$ cat config.mk
export PLATFORM = sky130hd
export DESIGN_NAME = regfile_wb_arbiter
export DESIGN_NICKNAME = d
export VERILOG_FILES = /design/src/rtl/regfile_wb_arbiter.sv
export SDC_FILE = /design/constraint.sdc
export NUM_CORES = 1
export LEC_CHECK = 0
export CORE_MARGIN = 2
export CORE_UTILIZATION = 43
export DETAILED_ROUTE_END_ITERATION = 10
export GPL_TIMING_DRIVEN = 1
export PLACE_DENSITY = 0.91
export SLEW_MARGIN = 0
export SYNTH_ARGS = -nofsm -noshare
export SYNTH_HDL_FRONTEND = slang
export SYNTH_SLANG_ARGS = --single-unit
$ cat constraint.sdc
create_clock -name clk -period 4.2 [get_ports clk]
set_clock_uncertainty 0.15 [all_clocks]
set_input_delay 1.26 -clock clk [delete_from_list [all_inputs] [get_ports clk]]
set_output_delay 1.26 -clock clk [all_outputs]
set_load 0.01 [all_outputs]
$ cat src/rtl/regfile_wb_arbiter.sv
// regfile_wb_arbiter: round-robin arbiter sharing the register-file write port among writeback sources
module regfile_wb_arbiter #(
    parameter int NUM_REQ = 3,
    parameter int ADDR_W  = 5,
    parameter int DATA_W  = 32,
    parameter int CNT_W   = 16
) (
    input  logic                         clk,
    input  logic                         rst,
    input  logic                         stall,
    input  logic [NUM_REQ-1:0]           req_valid,
    output logic [NUM_REQ-1:0]           req_ready,
    input  logic [NUM_REQ*ADDR_W-1:0]    req_addr,
    input  logic [NUM_REQ*DATA_W-1:0]    req_data,
    output logic                         rf_we,
    output logic [ADDR_W-1:0]            rf_waddr,
    output logic [DATA_W-1:0]            rf_wdata,
    output logic [$clog2(NUM_REQ)-1:0]   grant_id,
    output logic                         x0_drop,
    output logic [NUM_REQ*CNT_W-1:0]     grant_cnt
);
    localparam int ID_W = $clog2(NUM_REQ);

    logic [ID_W-1:0]   last_ptr;
    logic [ID_W-1:0]   sel;
    logic              found;
    logic              xfer;
    logic [ADDR_W-1:0] sel_addr;
    logic [DATA_W-1:0] sel_data;
    logic [CNT_W-1:0]  cnt [NUM_REQ];

    // Scan farthest-first so the nearest valid requester after last_ptr wins.
    always_comb begin
        found = 1'b0;
        sel   = '0;
        for (int k = NUM_REQ; k >= 1; k--) begin
            if (req_valid[(int'(last_ptr) + k) % NUM_REQ]) begin
                found = 1'b1;
                sel   = ID_W'((int'(last_ptr) + k) % NUM_REQ);
            end
        end
    end

    assign req_ready = (found && !stall && !rst) ? NUM_REQ'(1) << sel : '0;
    assign xfer      = |req_ready;
    assign sel_addr  = req_addr[sel*ADDR_W +: ADDR_W];
    assign sel_data  = req_data[sel*DATA_W +: DATA_W];

    always_ff @(posedge clk or posedge rst) begin
        if (rst) begin
            last_ptr <= ID_W'(NUM_REQ - 1);
            rf_we    <= 1'b0;
            rf_waddr <= '0;
            rf_wdata <= '0;
            grant_id <= '0;
            x0_drop  <= 1'b0;
        end else begin
            rf_we   <= xfer && sel_addr != '0;
            x0_drop <= xfer && sel_addr == '0;
            if (xfer) begin
                last_ptr <= sel;
                rf_waddr <= sel_addr;
                rf_wdata <= sel_data;
                grant_id <= sel;
            end
        end
    end

    for (genvar i = 0; i < NUM_REQ; i++) begin : g_cnt
        always_ff @(posedge clk or posedge rst) begin
            if (rst)
                cnt[i] <= '0;
            else if (req_ready[i] && cnt[i] != '1)
                cnt[i] <= cnt[i] + 1'b1;
        end
        assign grant_cnt[i*CNT_W +: CNT_W] = cnt[i];
    end
endmodule

==> impl_metrics.yaml <==
grt:
  gr-total-overflow: 0
  grtUsageTotal: 0.240
  grt_pass1_wl_um: 23800
  grt_pass1_vias: 4859
  grt_max_degree: 76
  antenna_found_initial: 1
route:
  drcViolationCount: 0
  post_drt_wl_per_cell_um: 17.4
  drtIter0Drc: 263
  num_vias: 4661
  vias_per_cell: 5.48
  drtPass1Iterations: 4
  ant_nets: 0
  routed_wirelength_um: 14800
clocking:
  clock_path_buffers: 2
  cts_tree: "done"
  numCtsBuffers: 9
  ctsRootBufferMaster: "clkbuf_16"
  cts_max_level: 3
  hold_buffers: 0
  clk_latency_ps: 330
  cts.sinks: 90
  cts.clk_slew.worst_paths_ps: 60
logic_synthesis:
  ys_types: 59
  netlist_area_mm2: 0.00490
  yosysWarnings: 0
  synth-async-reset-ratio: 1.00
  ys_seq_elements: 90
  ys_seq_area_frac: 0.460
  avgSynthCellArea_um2: 10.3
  netlist_instances: 476
  synth_edf_count: 0
  ys.flop_type: "dfrtp_1"
  synthesis.nets: 600
power:
  vdd_drop_max_mv: 0.472
  power.leakage_nw: 3.50
  p_per_area_mw_per_mm2: 631
  power.total_mw: 4.82
die:
  dieArea_mm2: 0.0123
  chipHeight_um: 111
  rows: 38
  io_pins: 209
  die_x_um: 111
  core_region_area_mm2: 0.0110
  start_util: 0.446
setup_path:
  cp_max_fo: 5
  max_stage_delay_ps: 430
  critPathArrivalTime_ps: 2730
  reg2reg_from: "grant_id[0]"
  crit_required_ps: 2790
  crit_chain: "clkbuf_2 -> buf_4 -> mux2_2 -> mux2i_4 -> o211ai_1 -> or3_4 -> inv_4 -> buf_6"
  cp-end-kind: "output port"
  critPathKind: "input port to output port"
  critical-path-top-delay-family: "multiplexers"
  crit_buf_inv: 4
  ff2ff_path_depth: 17
  worstSetupStartpointType: "input port"
  cp_slowest_cell: "or3_4"
  reg2reg_slack_ps: 480
  r2r-end: "rf_wdata[3]"
sta:
  rsz0062_at_grt: "no"
  finalSetupViolCount: 0
  hold_violations: 0
  relSlewSlack: 0.312
  worst_slew_pin_slew_ps: 1020
  fin_crit_ps: 4140
  slew_viol_final: 0
  finalCritPeriodShare: 0.987
  fmax_mhz: 241
layout:
  final_nets: 829
  post-route-util: 0.694
  area_delta_synth_final_pct: 55.6
  fill_cells: 815
  drive_gt1_frac: 0.123
placement:
  gp_congestion: 0.861
  dp_hpwl_um: 11200
  portBuffers: 208
worst_hold_path:
  hp-class: "flip-flop to flip-flop"
  hold_start: "rf_wdata[18]"
  holdPathStages: 1
  whs_endpoint: "rf_wdata[18]"
flow_run:
  maxCapViolCount: 0
status:
  status: "completed"
## power breakdown
part | internal, mW | total [mW] | switching [mW]
logic | 1.43 | 2.77 | 1.34
clock network | 0.402 | 0.736 | 0.334
registers | 1.12 | 1.31 | 0.186
total | 2.95 | 4.82 | 1.86
## flip-flops by register name, indices dropped and copies added, names as in the netlist
name       count
last_ptr       1
rf_waddr       5
rf_we          1
x0_drop        1
rf_wdata      32
grant_cnt     48
grant_id       2
## worst register-to-register path, cell delays in order (launching register included)
cell and delay [ps]:
dfrtp_1 400, inv_1 100, ha_1 360, buf_4 190, mux2_2 250, mux2i_4 80, buf_4 130, buf_4 120
buf_4 120, buf_4 130, buf_4 120, buf_4 130, or2_2 370, nand2_4 100, buf_12 240, mux2i_1 300
a21oi_1 100, a21o_1 190
## how the worst max path moves through the flow
stage,slack [ps],start,depth (start not counted),endpoint
after floorplan,310,req_valid[2],6,req_ready[1]
after global routing,10,req_valid[1],8,req_ready[1]
after CTS,-40,req_valid[1],8,req_ready[1]
final,60,req_valid[1],8,req_ready[1]
after global placement,-700,req_valid[0],7,req_ready[1]
after detailed placement,-720,req_valid[0],7,req_ready[1]
## synthesized netlist by cell type, types with 12 or more instances
| master | count | area [µm²] |
|---|---|---|
| dfrtp_1 | 89 | 2230 |
| mux2i_1 | 32 | 320 |
| nor2_1 | 20 | 75.1 |
| a21oi_1 | 36 | 180 |
| nand2_1 | 23 | 86.3 |
| nand3_1 | 24 | 120 |
| clkbuf_1 | 14 | 52.6 |
| xnor2_1 | 29 | 254 |
| o21ai_0 | 37 | 185 |
| xor2_1 | 16 | 140 |
| a21o_1 | 37 | 278 |
| inv_1 | 12 | 45.0 |
## per-stage QoR
step / area [µm²] / setup WS, ps / cells / setup TNS [ps] / hold slack, ps
2_1_floorplan: 4900 / 313 / 476 / 0 / 347
3_3_place_gp: 7290 / -702 / 828 / -1840 / 309
3_5_place_dp: 7290 / -720 / 828 / -1970 / 315
4_1_cts: 7610 / -37.5 / 849 / -37.5 / 328
5_1_grt: 7620 / 9.51 / 850 / 0 / 337
6_report: 7630 / 55.8 / 851 / 0 / 322
## final cells by class
cell class | instances | area [µm²] | area share
multi-input cells | 348 | 2520 | 0.330
repair buffers | 243 | 2350 | 0.308
flip-flops and latches | 90 | 2250 | 0.295
clock buffers | 10 | 229 | 0.0300
well taps | 140 | 175 | 0.0230
inverters | 13 | 52.6 | 0.00689
clock inverters | 6 | 42.5 | 0.00558
diodes | 1 | 2.50 | 0.000328
## cells in the final DEF (no fill, tap or decap), drive strengths merged, types with 16 or more instances in the layout
master and count:
a21o 37, a21oi 37, buf 37, clkdlybuf4s50 202, dfrtp 89, mux2i 33, nand2 24, nand3 25
nor2 22, o21ai 37, xnor2 29, xor2 16
## layer usage
| metal | up-vias | GRT usage | part of all wire |
|---|---|---|---|
| met4 | 0 | 0.0908 | 0.030 |
| met5 | - | 0 | 0 |
| met3 | 35 | 0.0727 | 0.072 |
| li1 | 2164 | - | - |
| met2 | 181 | 0.445 | 0.53 |
| met1 | 2281 | 0.255 | 0.37 |
## logic make-up after synthesis
group | count (synthesis) | share of synthesized area
flip-flops | 90 | 0.460
XOR/XNOR | 45 | 0.0804
multiplexers | 39 | 0.0819
buffers and inverters | 38 | 0.0334
adder cells (fa/ha/maj) | 7 | 0.0179
AND/OR/NAND/NOR | 126 | 0.150
AO/OA/AOI/OAI | 131 | 0.177
## what timing repair did
action / 4_1_cts / 5_1_grt
buffers inserted: 5 / 1
setup endpoints to repair: 3 / 3
gates resized for setup: 20 / 9
pin swaps: 2 / 5
hold endpoints to repair: 0 / 0
No activity file was read; power rests on OpenSTA's default activity.
